File: src/rtl/vga_pkg.sv
// Shared types and constants for the VGA pixel generator: colour and direction types,
// default active-area sizes, the comparison width and the colour-bar palette.
package vga_pkg;

    localparam int H_ACTIVE_DEF = 255;
    localparam int V_ACTIVE_DEF = 480;
    localparam int CMP_W        = 11;

    typedef logic [11:0] rgb_t;

    // FWD is RIGHT on the X axis and DOWN on the Y axis.
    typedef enum logic {
        FWD = 1'b0,
        REV = 1'b1
    } dir_t;

    function automatic rgb_t bar_color(input logic [2:0] idx);
        return {{4{idx[2]}}, {4{idx[1]}}, {4{idx[0]}}};
    endfunction

endpackage

File: src/rtl/vga_pixel_gen_if.sv
// Timing-in / video-out bundle between the sync generator, the pixel generator and the DAC side.
interface vga_pixel_gen_if;

    logic           run;
    logic           video_on;
    logic           hsync;
    logic           vsync;
    logic [8:0]     pixel_x;
    logic [9:0]     pixel_y;
    vga_pkg::rgb_t  rgb;
    logic           hsync_o;
    logic           vsync_o;
    logic           frame_tick;

    modport master (
        output run, video_on, hsync, vsync, pixel_x, pixel_y,
        input  rgb, hsync_o, vsync_o, frame_tick
    );

    modport slave (
        input  run, video_on, hsync, vsync, pixel_x, pixel_y,
        output rgb, hsync_o, vsync_o, frame_tick
    );

endinterface

File: src/rtl/vga_box_mover.sv
// One axis of the bouncing box: position plus a FWD/REV direction FSM that steps once per
// qualified frame tick, clamping to the edge and reversing in the same update.
module vga_box_mover
    import vga_pkg::*;
#(
    parameter int EXTENT = H_ACTIVE_DEF,
    parameter int SIZE   = 16,
    parameter int STEP   = 1,
    parameter int POS_W  = 9
) (
    input  logic             clk,
    input  logic             reset,
    input  logic             tick,
    input  logic             run,
    output logic [POS_W-1:0] pos,
    output dir_t             dir
);

    localparam logic [CMP_W-1:0] EXT_W  = CMP_W'(EXTENT);
    localparam logic [CMP_W-1:0] SIZE_W = CMP_W'(SIZE);
    localparam logic [CMP_W-1:0] STEP_W = CMP_W'(STEP);
    localparam logic [CMP_W-1:0] LIMIT  = CMP_W'(EXTENT - SIZE);

    dir_t             dir_q, dir_n;
    logic [POS_W-1:0] pos_q, pos_n;
    logic [CMP_W-1:0] pos_w;

    assign pos_w = CMP_W'(pos_q);

    // NOTE: sequential state uses non-blocking assignments so every register samples pre-edge values.
    always_ff @(posedge clk or negedge reset) begin
        if (!reset) begin
            dir_q <= FWD;
            pos_q <= '0;
        end else begin
            dir_q <= dir_n;
            pos_q <= pos_n;
        end
    end

    // NOTE: defaults first so every path assigns dir_n/pos_n and no latch is inferred.
    always_comb begin
        dir_n = dir_q;
        pos_n = pos_q;
        if (tick && run) begin
            unique case (dir_q)
                FWD: begin
                    if (pos_w + SIZE_W + STEP_W <= EXT_W) begin
                        pos_n = POS_W'(pos_w + STEP_W);
                    end else begin
                        pos_n = POS_W'(LIMIT);
                        dir_n = REV;
                    end
                end
                REV: begin
                    if (pos_w >= STEP_W) begin
                        pos_n = POS_W'(pos_w - STEP_W);
                    end else begin
                        pos_n = '0;
                        dir_n = FWD;
                    end
                end
            endcase
        end
    end

    always_comb begin
        pos = pos_q;
        dir = dir_q;
    end

endmodule

File: src/rtl/vga_pixel_gen.sv
// Two-stage pixel generator drawing a bouncing box over a background, with syncs delayed to match.
// Define VGA_PIX_BARS_EN to replace the flat background with eight vertical colour bars.
module vga_pixel_gen
    import vga_pkg::*;
#(
    parameter int   H_ACTIVE  = H_ACTIVE_DEF,
    parameter int   V_ACTIVE  = V_ACTIVE_DEF,
    parameter int   BOX_W     = 16,
    parameter int   BOX_H     = 32,
    parameter int   STEP_X    = 1,
    parameter int   STEP_Y    = 2,
    parameter rgb_t BOX_COLOR = 12'hF00,
    parameter rgb_t BG_COLOR  = 12'h00F
) (
    input logic            clk,
    input logic            reset,
    vga_pixel_gen_if.slave vif
);

    logic [8:0]       box_x;
    logic [9:0]       box_y;
    dir_t             dir_x, dir_y;
    logic             vsync_d, frame_tick_q;
    logic [CMP_W-1:0] px, py, bx, by;
    logic             hit;
    logic             von_s1, hs_s1, vs_s1, hit_s1;
    rgb_t             bg, rgb_q;
    logic             hs_s2, vs_s2;

    always_ff @(posedge clk or negedge reset) begin
        if (!reset) begin
            vsync_d      <= 1'b1;
            frame_tick_q <= 1'b0;
        end else begin
            vsync_d      <= vif.vsync;
            frame_tick_q <= vsync_d & ~vif.vsync;
        end
    end

    vga_box_mover #(.EXTENT(H_ACTIVE), .SIZE(BOX_W), .STEP(STEP_X), .POS_W(9)) u_mover_x (
        .clk   (clk),
        .reset (reset),
        .tick  (frame_tick_q),
        .run   (vif.run),
        .pos   (box_x),
        .dir   (dir_x)
    );

    vga_box_mover #(.EXTENT(V_ACTIVE), .SIZE(BOX_H), .STEP(STEP_Y), .POS_W(10)) u_mover_y (
        .clk   (clk),
        .reset (reset),
        .tick  (frame_tick_q),
        .run   (vif.run),
        .pos   (box_y),
        .dir   (dir_y)
    );

    // Widened to CMP_W so box_x + BOX_W cannot wrap near the right/bottom edge.
    assign px  = CMP_W'(vif.pixel_x);
    assign py  = CMP_W'(vif.pixel_y);
    assign bx  = CMP_W'(box_x);
    assign by  = CMP_W'(box_y);
    assign hit = (px >= bx) && (px < bx + CMP_W'(BOX_W)) &&
                 (py >= by) && (py < by + CMP_W'(BOX_H));

`ifdef VGA_PIX_BARS_EN
    logic [2:0] bar_idx_s1;

    always_ff @(posedge clk or negedge reset) begin
        if (!reset) bar_idx_s1 <= '0;
        else        bar_idx_s1 <= vif.pixel_x[7:5];
    end

    assign bg = bar_color(bar_idx_s1);
`else
    assign bg = BG_COLOR;
`endif

    always_ff @(posedge clk or negedge reset) begin
        if (!reset) begin
            von_s1 <= 1'b0;
            hs_s1  <= 1'b1;
            vs_s1  <= 1'b1;
            hit_s1 <= 1'b0;
            rgb_q  <= '0;
            hs_s2  <= 1'b1;
            vs_s2  <= 1'b1;
        end else begin
            von_s1 <= vif.video_on;
            hs_s1  <= vif.hsync;
            vs_s1  <= vif.vsync;
            hit_s1 <= hit;
            rgb_q  <= !von_s1 ? rgb_t'(0) : (hit_s1 ? BOX_COLOR : bg);
            hs_s2  <= hs_s1;
            vs_s2  <= vs_s1;
        end
    end

    assign vif.rgb        = rgb_q;
    assign vif.hsync_o    = hs_s2;
    assign vif.vsync_o    = vs_s2;
    assign vif.frame_tick = frame_tick_q;

endmodule

File: src/flat_wrapper.sv
// flat-port wrapper written by rule: the top's interface ports become plain ports
module vga_pixel_gen_flat import vga_pkg::*;
#(
    parameter int   H_ACTIVE  = H_ACTIVE_DEF,
    parameter int   V_ACTIVE  = V_ACTIVE_DEF,
    parameter int   BOX_W     = 16,
    parameter int   BOX_H     = 32,
    parameter int   STEP_X    = 1,
    parameter int   STEP_Y    = 2,
    parameter rgb_t BOX_COLOR = 12'hF00,
    parameter rgb_t BG_COLOR  = 12'h00F
)
  (clk, reset, vif_run, vif_video_on, vif_hsync, vif_vsync, vif_pixel_x, vif_pixel_y, vif_rgb, vif_hsync_o, vif_vsync_o, vif_frame_tick);
  vga_pixel_gen_if vif_i ();
  input logic clk;
  input logic reset;
  input wire logic [$bits(vif_i.run)-1:0] vif_run;
  input wire logic [$bits(vif_i.video_on)-1:0] vif_video_on;
  input wire logic [$bits(vif_i.hsync)-1:0] vif_hsync;
  input wire logic [$bits(vif_i.vsync)-1:0] vif_vsync;
  input wire logic [$bits(vif_i.pixel_x)-1:0] vif_pixel_x;
  input wire logic [$bits(vif_i.pixel_y)-1:0] vif_pixel_y;
  output wire logic [$bits(vif_i.rgb)-1:0] vif_rgb;
  output wire logic [$bits(vif_i.hsync_o)-1:0] vif_hsync_o;
  output wire logic [$bits(vif_i.vsync_o)-1:0] vif_vsync_o;
  output wire logic [$bits(vif_i.frame_tick)-1:0] vif_frame_tick;
  assign vif_i.run = vif_run;
  assign vif_i.video_on = vif_video_on;
  assign vif_i.hsync = vif_hsync;
  assign vif_i.vsync = vif_vsync;
  assign vif_i.pixel_x = vif_pixel_x;
  assign vif_i.pixel_y = vif_pixel_y;
  assign vif_rgb = vif_i.rgb;
  assign vif_hsync_o = vif_i.hsync_o;
  assign vif_vsync_o = vif_i.vsync_o;
  assign vif_frame_tick = vif_i.frame_tick;
  vga_pixel_gen #(.H_ACTIVE(H_ACTIVE), .V_ACTIVE(V_ACTIVE), .BOX_W(BOX_W), .BOX_H(BOX_H), .STEP_X(STEP_X), .STEP_Y(STEP_Y), .BOX_COLOR(BOX_COLOR), .BG_COLOR(BG_COLOR)) u_core (.clk(clk), .reset(reset), .vif(vif_i));
endmodule
File: config.mk
export PLATFORM = sky130hd
export DESIGN_NAME = vga_pixel_gen_flat
export DESIGN_NICKNAME = d
export VERILOG_FILES = /design/src/rtl/vga_pkg.sv /design/src/rtl/vga_pixel_gen_if.sv /design/src/rtl/vga_box_mover.sv /design/src/rtl/vga_pixel_gen.sv /design/src/flat_wrapper.sv
export SDC_FILE = /design/constraint.sdc
export NUM_CORES = 1
export LEC_CHECK = 0
export CORE_MARGIN = 2
export CORE_UTILIZATION = 40
export CTS_CLUSTER_SIZE = 16
export DETAILED_ROUTE_END_ITERATION = 16
export GPL_ROUTABILITY_DRIVEN = 0
export SLEW_MARGIN = 20
export SYNTH_ARGS = -nofsm -noshare
export SYNTH_HDL_FRONTEND = slang
export SYNTH_SLANG_ARGS = --single-unit
File: constraint.sdc
create_clock -name clk -period 6.5 [get_ports clk]
set_input_delay 1.3 -clock clk [delete_from_list [all_inputs] [get_ports clk]]
set_output_delay 1.3 -clock clk [all_outputs]
set_load 0.05 [all_outputs]
* After elaboration in Yosys (flattened, before gate mapping)
Cells that the tools add are included.
** Cells by class
- Bitwise logic cells :: 4
- Order comparisons :: 8
- Reduce and logical (&&, ||, !) cells :: 4
- Muxes and demuxes :: 14
- $add $sub $neg :: 8
** Operators by type and width (count)
- $mux 12 :: 2
- $mux 10 :: 2
- $pmux 10 s2 :: 1
- $mux 9 :: 2
- $pmux 9 s2 :: 1
- $add 10x6->11 const B :: 1
- $add 11x1->11 const B :: 1
- $add 11x2->11 const B :: 1
- $le 11x8->1 const B :: 1
- $le 11x9->1 const B :: 1
- $lt 10x11->1 :: 1
- $lt 9x11->1 :: 1
- $add 10x2->10 const B :: 1
- $add 9x5->10 const B :: 1
- $ge 10x10->1 :: 1
- $ge 10x2->1 const B :: 1
- $sub 10x2->10 const B :: 1
- $add 9x1->9 const B :: 1
- $ge 9x1->1 const B :: 1
- $ge 9x9->1 :: 1
- $sub 9x1->9 const B :: 1
- $logic_and 1x1->1 :: 4
- $mux 1 :: 4
- $pmux 1 s2 :: 2
- 2 further kinds :: 4
** Word-level totals
- Output and inout bits :: 15
- Input bits :: 25
- Logic and storage cells :: 50
- Bits in registers :: 40

* Depth between registers and ports, before layout
Gate-level depths: netlist (run 1).
- Depth after elaboration :: 5
- Mapped depth :: 10
- Gate-level depth less buffers :: 10

* Modules after synthesis
A second synthesis (run 1) with hierarchy kept.
** Second synthesis, totals
- Cell total of the unflattened synthesis :: 365
- Area, all modules :: 3011.6 µm²
** By module, submodules not included
- vga_pixel_gen :: area each 1192.4 µm², seq. area each 230.2 µm², cells each 137, times used 1
- vga_box_mover at u_core.u_mover_y :: area each 920.9 µm², seq. area each 250.2 µm², cells each 115, times used 1
- vga_box_mover at u_core.u_mover_x :: area each 898.4 µm², seq. area each 250.2 µm², cells each 113, times used 1

* Worst setup path after synthesis (run 1)
No wires, ideal clock.
- Path kind :: in2reg
- Start :: input port vif_pixel_x[7]
- End :: register u_core.hit_s1
- Cell stages on the path :: 7
- Arrival time :: 2523 ps
- Path slack :: 3851 ps
- Library setup time :: 126 ps
- Buffers on the path :: 0
- Path through :: ha_1 > a21o_1 > a21o_1 > a2111oi_0 > o21ai_0 > o2111ai_1 > nor4_1
** On the way
- Word-level cells in the longest chain between the ends :: 4
** Ends and longest elaborated chain
- start: declaration :: line flat_wrapper.sv:21 : input wire logic [$bits(vif_i.pixel_x)-1:0] vif_pixel_x;
- $lt 9x11->1 / $ge 9x9->1 (equally long branches) :: line vga_pixel_gen.sv:63 : assign hit = (px >= bx) && (px < bx + CMP_W'(BOX_W)) &&
- $logic_and 1x1->1 * (2 in a row) :: line vga_pixel_gen.sv:63
- $logic_and 1x1->1 * :: line vga_pixel_gen.sv:64 : (py >= by) && (py < by + CMP_W'(BOX_H));
- via u_core.hit :: line vga_pixel_gen.sv:25 : logic hit;
- end signal: assignment :: line vga_pixel_gen.sv:92 : hit_s1 <= hit;
- end: declaration :: line vga_pixel_gen.sv:26 : logic von_s1, hs_s1, vs_s1, hit_s1;
The timed path passes the listed nets; every way through them passes the cells marked *.
A chain may end at the register's enable or synchronous reset.

* Worst setup path in the final report (run 1)
- Start :: input port vif_pixel_y[7]
- End :: register u_core.hit_s1
** On the way
- Word-level cells in the longest chain between the ends :: 3
** Ends and longest elaborated chain
- start: declaration :: line flat_wrapper.sv:22 : input wire logic [$bits(vif_i.pixel_y)-1:0] vif_pixel_y;
- $ge 10x10->1 :: line vga_pixel_gen.sv:64
- $logic_and 1x1->1 :: line vga_pixel_gen.sv:63
- $logic_and 1x1->1 * :: line vga_pixel_gen.sv:64
- via u_core.hit :: line vga_pixel_gen.sv:25
Marked as above.

==> reports/qor.yml, run 1 <==
clock_tree:
  cts.sinks: 29
  cts_tree: "yes"
  post-cts-setup-buffer-count: 0
  clkLatencyLatePin_ps: 290
  numCtsBuffers: 5
  post_cts_resized: 0
  clk_pin_slew_worst_paths_ps: 60
  clockBufferDepth: 2
  htree_levels: 2
  cts_hold_buf: 0
  cts_root_buffer: "clkbuf_8"
setup_path:
  crit_buf_inv: 1
  cp_top_family: "compound AO/OA/AOI/OAI gates"
  crit_fanout: 2
  slowest_stage: "clkdlybuf4s50_1"
  crit_type: "in -> reg"
  critPathRequiredTime_ps: 6620
  cp.arrival_ps: 3240
  critical-path-max-stage-delay_ps: 440
  cp-start-kind: "input pin"
  cp_cell_sequence: "clkdlybuf4s50_1 > ha_1 > o21a_1 > o21a_1 > o32a_1 > o2111ai_1 > o2111ai_1 > nor4_1"
  end_kind: "flop"
yosys:
  synth_largest_area_cell: "dfrtp_1"
  ys_async_sr_fraction_pct: 100
  ys_top_cells_by_area: "dfrtp_1 20%, ha_1 16%, a21oi_1 3.4%"
  synthCells: 364
  synthDistinctLibCells: 73
  synth_edf_count: 0
  yosys_warnings: 0
  syn_avg_cell_area_um2: 8.55
  synth.most_common_cell: "ha_1"
  synth_seq_cells: 29
  netlist_area_um2: 3110
  synth_ff_type: "dfrtp_1"
  ys_top_cells_by_count: "41 x ha_1, 25 x dfrtp_1, 25 x inv_1"
  yosysTopAreaCellShare_pct: 20.1
  ys_seq_area_share_pct: 23.5
routing:
  wl_um: 7380
  firstDrtPassIters: 4
  wire_per_inst_um: 15.3
  drtAntennaViolNets: 0
  drtIter0Drc: 84
  route.detailed.drc: 0
  avgViaCountPerCell: 5.72
  vias: 2756
global_routing:
  grt_pass1_wl_um: 13000
  grt_pass1_vias: 2677
  grt_max_degree: 30
  grt_usage_pct: 18.7
  grt_overflow: 0
  antenna_found_initial: 0
finish:
  fillers: 745
  diodes: 0
  multi_input_area_um2: 2090
  area_growth_pct: 12.3
  layout.nets: 445
  layout.area.seq_um2: 731
  fin_util_pct: 45.7
  drive_gt1_share_pct: 6.84
sta:
  setup-violations-final: 0
  max_freq_ghz: 0.321
  drv_slew: 0
  relSlewSlack_pct: 31.4
  period_needed_ps: 3120
  period_share_pct: 47.9
  clock_skew_ps: 8.31
  hold_viol: 0
  tightest_slew_ps: 1020
  rsz0062_at_grt: "false"
  setup_tns_ps: 0
placed_design:
  io_buffer_count: 34
  hpwlAfterDp_um: 5610
pwr:
  leakagePower_nw: 1.51
  powerDensity_nw_per_um2: 367
  ir_worst_vdd_mv: 0.155
die:
  initial_utilization_pct: 40.7
  die_x_um: 92.2
  die_h_um: 92.2
  io_pins: 40
  die-area_um2: 8500
  core_area_um2: 7650
  rows: 32
flow_run:
  maxCapViolCount: 0
run_status:
  outcome: "completed"
worst_hold_path:
  hp-class: "reg -> reg"
kinds of logic after synthesis:
group	after synthesis	share of synthesized area, %
AOI/OAI and AO/OA	119	27.2
and+or+nand+nor	106	19.5
buffers and inverters	56	9.69
adders and majority gates	41	16.5
DFF	29	23.5
xor gates and xnor gates	9	2.53
muxes	3	0.965
other	1	0.121
cell usage in the layout, fill, tap and decap left out, drive strengths merged, types with 5 or more instances in the layout:
| cell type | n |
|---|---|
| a21o | 6 |
| o22ai | 5 |
| dfrtp | 25 |
| nor3 | 15 |
| o21a | 9 |
| xnor2 | 7 |
| nand2 | 19 |
| o21ai | 19 |
| nor2 | 16 |
| a21oi | 22 |
| a22oi | 6 |
| nor4 | 5 |
| o2111ai | 6 |
| a31oi | 6 |
| clkbuf | 7 |
| ha | 41 |
| inv | 25 |
| and3 | 5 |
| clkdlybuf4s50 | 34 |
| nand3 | 14 |
path summary, 6_finish.rpt:
| kind | slack (ps) | cells after the start | start | endpoint |
|---|---|---|---|---|
| max | 3380 | 8 | vif_pixel_y[7] | u_core.hit_s1$_DFF_PN0_ |
| min | 360 | 0 | u_core.hs_s1$_DFF_PN1_ | u_core.vif.hsync_o$_DFF_PN1_ |
| max reg2reg | 3400 | 8 | u_core.u_mover_x.pos[4]$_DFFE_PN0P_ | u_core.u_mover_x.pos[4]$_DFFE_PN0P_ |
| min reg2reg | 360 | 0 | u_core.hs_s1$_DFF_PN1_ | u_core.vif.hsync_o$_DFF_PN1_ |
| min in group asynchronous | 1390 | 2 | reset | u_core.u_mover_y.pos[3]$_DFFE_PN0P_ |
| max in group asynchronous | 4780 | 2 | reset | u_core.vsync_d$_DFF_PN1_ |
power breakdown:
part           switching [mW]  total [mW]  internal, mW
registers               0.144       0.373         0.229
logic                   0.415       0.743         0.327
clock network          0.0721       0.168        0.0956
metal layers:
layer | part of all wire, % | vias up | routed length [um] | GRT usage [%]
li1 | - | 1399 | - | -
met1 | 47 | 1298 | 3450 | 23.9
met2 | 49 | 49 | 3640 | 32.5
met3 | 2.8 | 10 | 210 | 2.88
met4 | 1.0 | 0 | 77 | 5.35
met5 | 0 | - | 0 | 0
layout make-up:
type	count	area share [%]
Clock buffer	7	2.76
Clock inverter	1	0.143
Inverter	26	2.79
Multi-Input combinational cell	282	59.8
Sequential cell	29	20.9
Tap cell	102	3.65
Timing Repair Buffer	35	9.95
metrics by stage:
stage / hold WS (ps) / instance area [um^2] / setup WS [ps] / total power, mW / std cells
after floorplan: 345 / 3120 / 3850 / 0.958 / 367
after global placement: 347 / 3390 / 3000 / 1.10 / 474
after detailed placement: 348 / 3390 / 2990 / 1.11 / 474
after CTS: 357 / 3500 / 3270 / 1.28 / 482
after global routing: 360 / 3500 / 3180 / 1.41 / 482
final: 356 / 3500 / 3380 / 1.28 / 482
Power figures use the tool's default switching activity.
==> run 2: changes to the inputs <==
Clock period 6.5 ns to 2.91 ns, I/O delays scaled along.
==> run 2 against run 1 <==
  * Clock-buffer cell count rose by 1
  * Wire length is 2.5% higher
  * First-iteration DRC count grew 56%
  * Critical path type is now reg -> reg
  * Highest routed layer unchanged
==> reports/qor.yml, run 2 (same netlist as run 1, synthesis figures left out) <==
run_status:
  outcome: "completed"
die:
  die_h_um: 92.2
  rows: 32
  die-area_um2: 8500
  initial_utilization_pct: 40.7
  io_pins: 40
  die_x_um: 92.2
  core_area_um2: 7650
setup_path:
  rr_worst_depth: 7
  slowest_stage: "o31ai_1"
  end_kind: "flop"
  cp.arrival_ps: 2830
  reg2reg_from: "u_core.u_mover_x.pos[4]$_DFFE_PN0P_"
  rr_endpoint: "u_core.u_mover_x.pos[0]$_DFFE_PN0P_"
  crit_end: "u_core.u_mover_x.pos[0]$_DFFE_PN0P_"
  critical-path-max-stage-delay_ps: 880
  cp-start-kind: "flop"
  crit_type: "reg -> reg"
  critPathRequiredTime_ps: 3030
  r2r_slack_ps: 200
  crit_fanout: 7
  startpoint: "u_core.u_mover_x.pos[4]$_DFFE_PN0P_"
  cp_cell_sequence: "ha_1 > and4_1 > and4_1 > a31oi_1 > mux2i_1 > o31ai_1 > a31oi_1"
clock_tree:
  post-cts-setup-buffer-count: 0
  post_cts_resized: 0
  clk_pin_slew_worst_paths_ps: 70
  cts.sinks: 29
  cts_root_buffer: "clkbuf_8"
  clkLatencyLatePin_ps: 280
  cts_tree: "yes"
  numCtsBuffers: 5
  clockBufferDepth: 2
  cts_hold_buf: 0
  htree_levels: 2
placed_design:
  io_buffer_count: 34
  pre_cts_ws_ps: 165
  place_area_um2: 3510
  hpwlAfterDp_um: 5830
routing:
  drtAntennaViolNets: 0
  wire_per_inst_um: 15.2
  vias: 2879
  firstDrtPassIters: 4
  wl_um: 7560
  avgViaCountPerCell: 5.79
  route.detailed.drc: 0
  drtIter0Drc: 131
pwr:
  pwr-share-seq_pct: 26.7
  swShare_pct: 48.5
  p_sw_mw: 1.42
  total_power_mw: 2.92
  ir_worst_vdd_mv: 0.407
  powerDensity_nw_per_um2: 815
  clkPwrFrac_pct: 11.0
  leakagePower_nw: 1.57
  p_int_mw: 1.51
  share_comb_of_total_power_pct: 62.3
sta:
  clock_skew_ps: 9.18
  drv_slew: 0
  setup_tns_ps: 0
  relSlewSlack_pct: 30.8
  max_freq_ghz: 0.368
  holdWs_ps: 355
  period_needed_ps: 2710
  finalWorstSetupSlack_ps: 195
  period_share_pct: 93.3
  setup-violations-final: 0
  tightest_slew_ps: 1030
  rsz0062_at_grt: "false"
  hold_viol: 0
finish:
  finalInstanceArea_um2: 3590
  layout_commonest_cell: "ha_1"
  fillers: 757
  final_cell_mix: "41 x ha_1, 34 x clkdlybuf4s50_1, 25 x inv_1, 25 x dfrtp_1, 21 x a21oi_1"
  diodes: 0
  area_growth_pct: 15.3
  layout.nets: 460
  drive_gt1_share_pct: 9.62
global_routing:
  grt_max_degree: 30
  grt_usage_pct: 18.9
  antenna_found_initial: 0
  grt_pass1_wl_um: 13200
  grt_pass1_vias: 2759
  grt_overflow: 0
worst_hold_path:
  hp-class: "reg -> reg"
flow_run:
  maxCapViolCount: 0
run 2: changes by cell type in the layout (fill, tap and decap cells not counted), sizes merged:
cell | before | now
buf | 1 | 16
clkbuf | 7 | 8
clkinv | 2 | 1
run 2: final cells by class:
cell class                 instances  area [um^2]  area share (%)
inverter                          26         97.6            2.72
timing repair buffer              50          460            12.8
clock buffer                       8         80.1            2.23
tap                              102          128            3.56
sequential                        29          731            20.4
multi-input combinational        282         2090            58.3
run 2: power by group through the flow:
| stage | combinational (mW) | sequential [mW] | clock (mW) |
|---|---|---|---|
| floorplan | 1.52 | 0.624 | 0 |
| global placement | 1.78 | 0.782 | 0 |
| detailed placement | 1.80 | 0.785 | 0 |
| CTS | 1.82 | 0.776 | 0.330 |
| global route | 2.06 | 0.810 | 0.351 |
| finish | 1.82 | 0.780 | 0.321 |
run 2: critical path: cells and delay by family, from the launching register on:
kind / cells / cell delay, ps
simple gates: 2 / 450
compound gates: 3 / 1250
fa+ha+maj: 1 / 290
mux: 1 / 130
flops: 1 / 430
run 2: routing by layer:
metal / vias up / part of all wire [%] / track usage [%]
met2: 95 / 49 / 32.8
met1: 1349 / 45 / 24.0
li1: 1422 / - / -
met4: 0 / 1.7 / 5.22
met3: 13 / 4.5 / 3.20
met5: - / 0 / 0
run 2: through the flow:
step	std cells	util (%)
floorplan	367	-
global placement	489	45.9
detailed placement	489	45.9
CTS	497	46.9
global route	497	46.9
finish	497	46.9
run 2: worst min-delay path by stage:
stage | end | cells after the start | start | slack (ps)
after floorplan | u_core.hit_s1$_DFF_PN0_ | 0 | reset | 290
after global placement | u_core.vif.hsync_o$_DFF_PN1_ | 0 | u_core.hs_s1$_DFF_PN1_ | 350
after detailed placement | u_core.vif.hsync_o$_DFF_PN1_ | 0 | u_core.hs_s1$_DFF_PN1_ | 350
after CTS | u_core.vif.hsync_o$_DFF_PN1_ | 0 | u_core.hs_s1$_DFF_PN1_ | 360
after global routing | u_core.vif.hsync_o$_DFF_PN1_ | 0 | u_core.hs_s1$_DFF_PN1_ | 360
final | u_core.vif.hsync_o$_DFF_PN1_ | 0 | u_core.hs_s1$_DFF_PN1_ | 350
==> run 3: changes to the inputs <==
Settings changed: CTS_BUF_LIST from default to sky130_fd_sc_hd__clkbuf_4.
==> run 3 against run 2 <==
  * Wire length increased by 0.78%
  * Critical endpoint is now u_core.u_mover_x.pos[4]$_DFFE_PN0P_
  * Critical path type unchanged
  * Via count decreased by 1.1%
  * Critical path depth increased by 1
  * Fmax increased by 0.70%
  * Largest cell class unchanged
  * Final cell count unchanged
==> reports/qor.yml, run 3 (same netlist as run 1, synthesis figures left out) <==
clock_tree:
  cts_root_buffer: "clkbuf_4"
  numCtsBuffers: 5
  cts_tree: "yes"
  post-cts-setup-buffer-count: 0
  clockBufferDepth: 2
  clk_pin_slew_worst_paths_ps: 100
  htree_levels: 2
  clkLatencyLatePin_ps: 330
  cts.sinks: 29
setup_path:
  crit_fanout: 5
  rr_worst_depth: 8
  end_kind: "flop"
  crit_type: "reg -> reg"
  r2r_slack_ps: 210
  cp-start-kind: "flop"
  reg2reg_from: "u_core.u_mover_x.pos[1]$_DFFE_PN0P_"
  cp.arrival_ps: 2910
  critPathRequiredTime_ps: 3120
  rr_endpoint: "u_core.u_mover_x.pos[4]$_DFFE_PN0P_"
routing:
  wire_per_inst_um: 15.3
  wl_um: 7620
  firstDrtPassIters: 4
  avgViaCountPerCell: 5.73
  drtAntennaViolNets: 0
  drtIter0Drc: 88
  vias: 2848
  route.detailed.drc: 0
finish:
  final_cells: 497
  drive_gt1_share_pct: 10.6
  layout_commonest_cell: "ha_1"
  fillers: 761
  final_cell_mix: "41 x ha_1, 34 x clkdlybuf4s50_1, 25 x inv_1, 25 x dfrtp_1, 21 x a21oi_1"
  diodes: 0
  area_growth_pct: 14.8
  layout.nets: 460
global_routing:
  busiest_layer: "met2"
  grt_pass1_vias: 2770
  grt_overflow: 0
  antenna_found_initial: 0
  use_met3_pct: 2.96
  grt_max_degree: 30
  gr-usage-met1_pct: 23.9
  grt_usage_pct: 18.9
  grt_pass1_wl_um: 13200
  met2_usage_pct: 32.9
sta:
  period_needed_ps: 2700
  period_share_pct: 92.6
  drv_slew: 0
  setup-violations-final: 0
  relSlewSlack_pct: 53.6
  tightest_slew_ps: 690
  clock_skew_ps: 12.6
  max_freq_ghz: 0.371
  hold_viol: 0
  holdWs_ps: 359
die:
  io_pins: 40
  die_x_um: 92.2
  initial_utilization_pct: 40.7
  core_area_um2: 7650
  rows: 32
  die_h_um: 92.2
  die-area_um2: 8500
worst_hold_path:
  worstHoldPathCells: 0
  hp-start: "u_core.hs_s1$_DFF_PN1_"
  min_to: "u_core.vif.hsync_o$_DFF_PN1_"
  hp-class: "reg -> reg"
pwr:
  leakagePower_nw: 1.56
  powerDensity_nw_per_um2: 805
  ir_worst_vdd_mv: 0.405
flow_run:
  maxCapViolCount: 0
run_status:
  outcome: "completed"
placed_design:
  dpl.cell_count: 489
  io_buffer_count: 34
  hpwlAfterDp_um: 5830
-- run 3: cell counts in the layout (fill, tap and decap cells not counted) --
No cell type changed its count.
-- run 3: worst max-delay path: stages (launching register included) --
cell and delay [ps]:
dfrtp_1 410, inv_1 120, ha_1 320, and4bb_2 220, o211ai_1 90, a2111oi_1 590, or3_2 260, nor4_1 50
or4_1 520
-- run 3: cell type report --
class                           instances  area, um^2  area share [%]
Multi-Input combinational cell        282        2100            58.7
Sequential cell                        29         731            20.5
Timing Repair Buffer                   50         460            12.9
Tap cell                              102         128            3.57
Inverter                               26        97.6            2.73
Clock buffer                            8        60.1            1.68
-- run 3: routing by layer --
layer	wire length, um	vias to the layer above
li1	-	1425
met1	3520	1347
met2	3710	62
met3	252	14
met4	134	0
met5	0	-
-- run 3: worst max-delay path by stage --
stage | start | endpoint | slack [ps]
after floorplan | u_core.u_mover_x.pos[4]$_DFFE_PN0P_ | u_core.u_mover_x.pos[4]$_DFFE_PN0P_ | 370
after global placement | vif_pixel_x[7] | u_core.hit_s1$_DFF_PN0_ | 180
after detailed placement | vif_pixel_x[7] | u_core.hit_s1$_DFF_PN0_ | 170
after CTS | u_core.u_mover_y.pos[5]$_DFFE_PN0P_ | u_core.hit_s1$_DFF_PN0_ | 170
after global routing | u_core.u_mover_x.pos[1]$_DFFE_PN0P_ | u_core.u_mover_x.pos[4]$_DFFE_PN0P_ | -1
final | u_core.u_mover_x.pos[1]$_DFFE_PN0P_ | u_core.u_mover_x.pos[4]$_DFFE_PN0P_ | 210
-- run 3: where the power goes --
group / switching (mW) / internal [mW]
Combinational: 1.00 / 0.826
Clock: 0.143 / 0.124
Sequential: 0.268 / 0.511
Total: 1.41 / 1.46
-- run 3: what timing repair did --
action	4_1_cts	5_1_grt
gates resized for setup	0	1
hold endpoints to repair	0	0
hold buffers	0	0
endpoints found under the setup margin	0	1
-- run 3: stage by stage --
| step | worst slack [ps] | instance area [um^2] | setup TNS (ps) | utilization (%) | power, mW |
|---|---|---|---|---|---|
| 3_5_place_dp | 165 | 3510 | 0 | 45.9 | 2.59 |
| 4_1_cts | 165 | 3570 | 0 | 46.6 | 2.87 |
| 2_1_floorplan | 366 | 3120 | 0 | - | 2.14 |
| 5_1_grt | -1.28 | 3570 | -1.28 | 46.7 | 3.17 |
| 6_report | 214 | 3570 | 0 | 46.7 | 2.88 |
| 3_3_place_gp | 181 | 3510 | 0 | 45.9 | 2.56 |
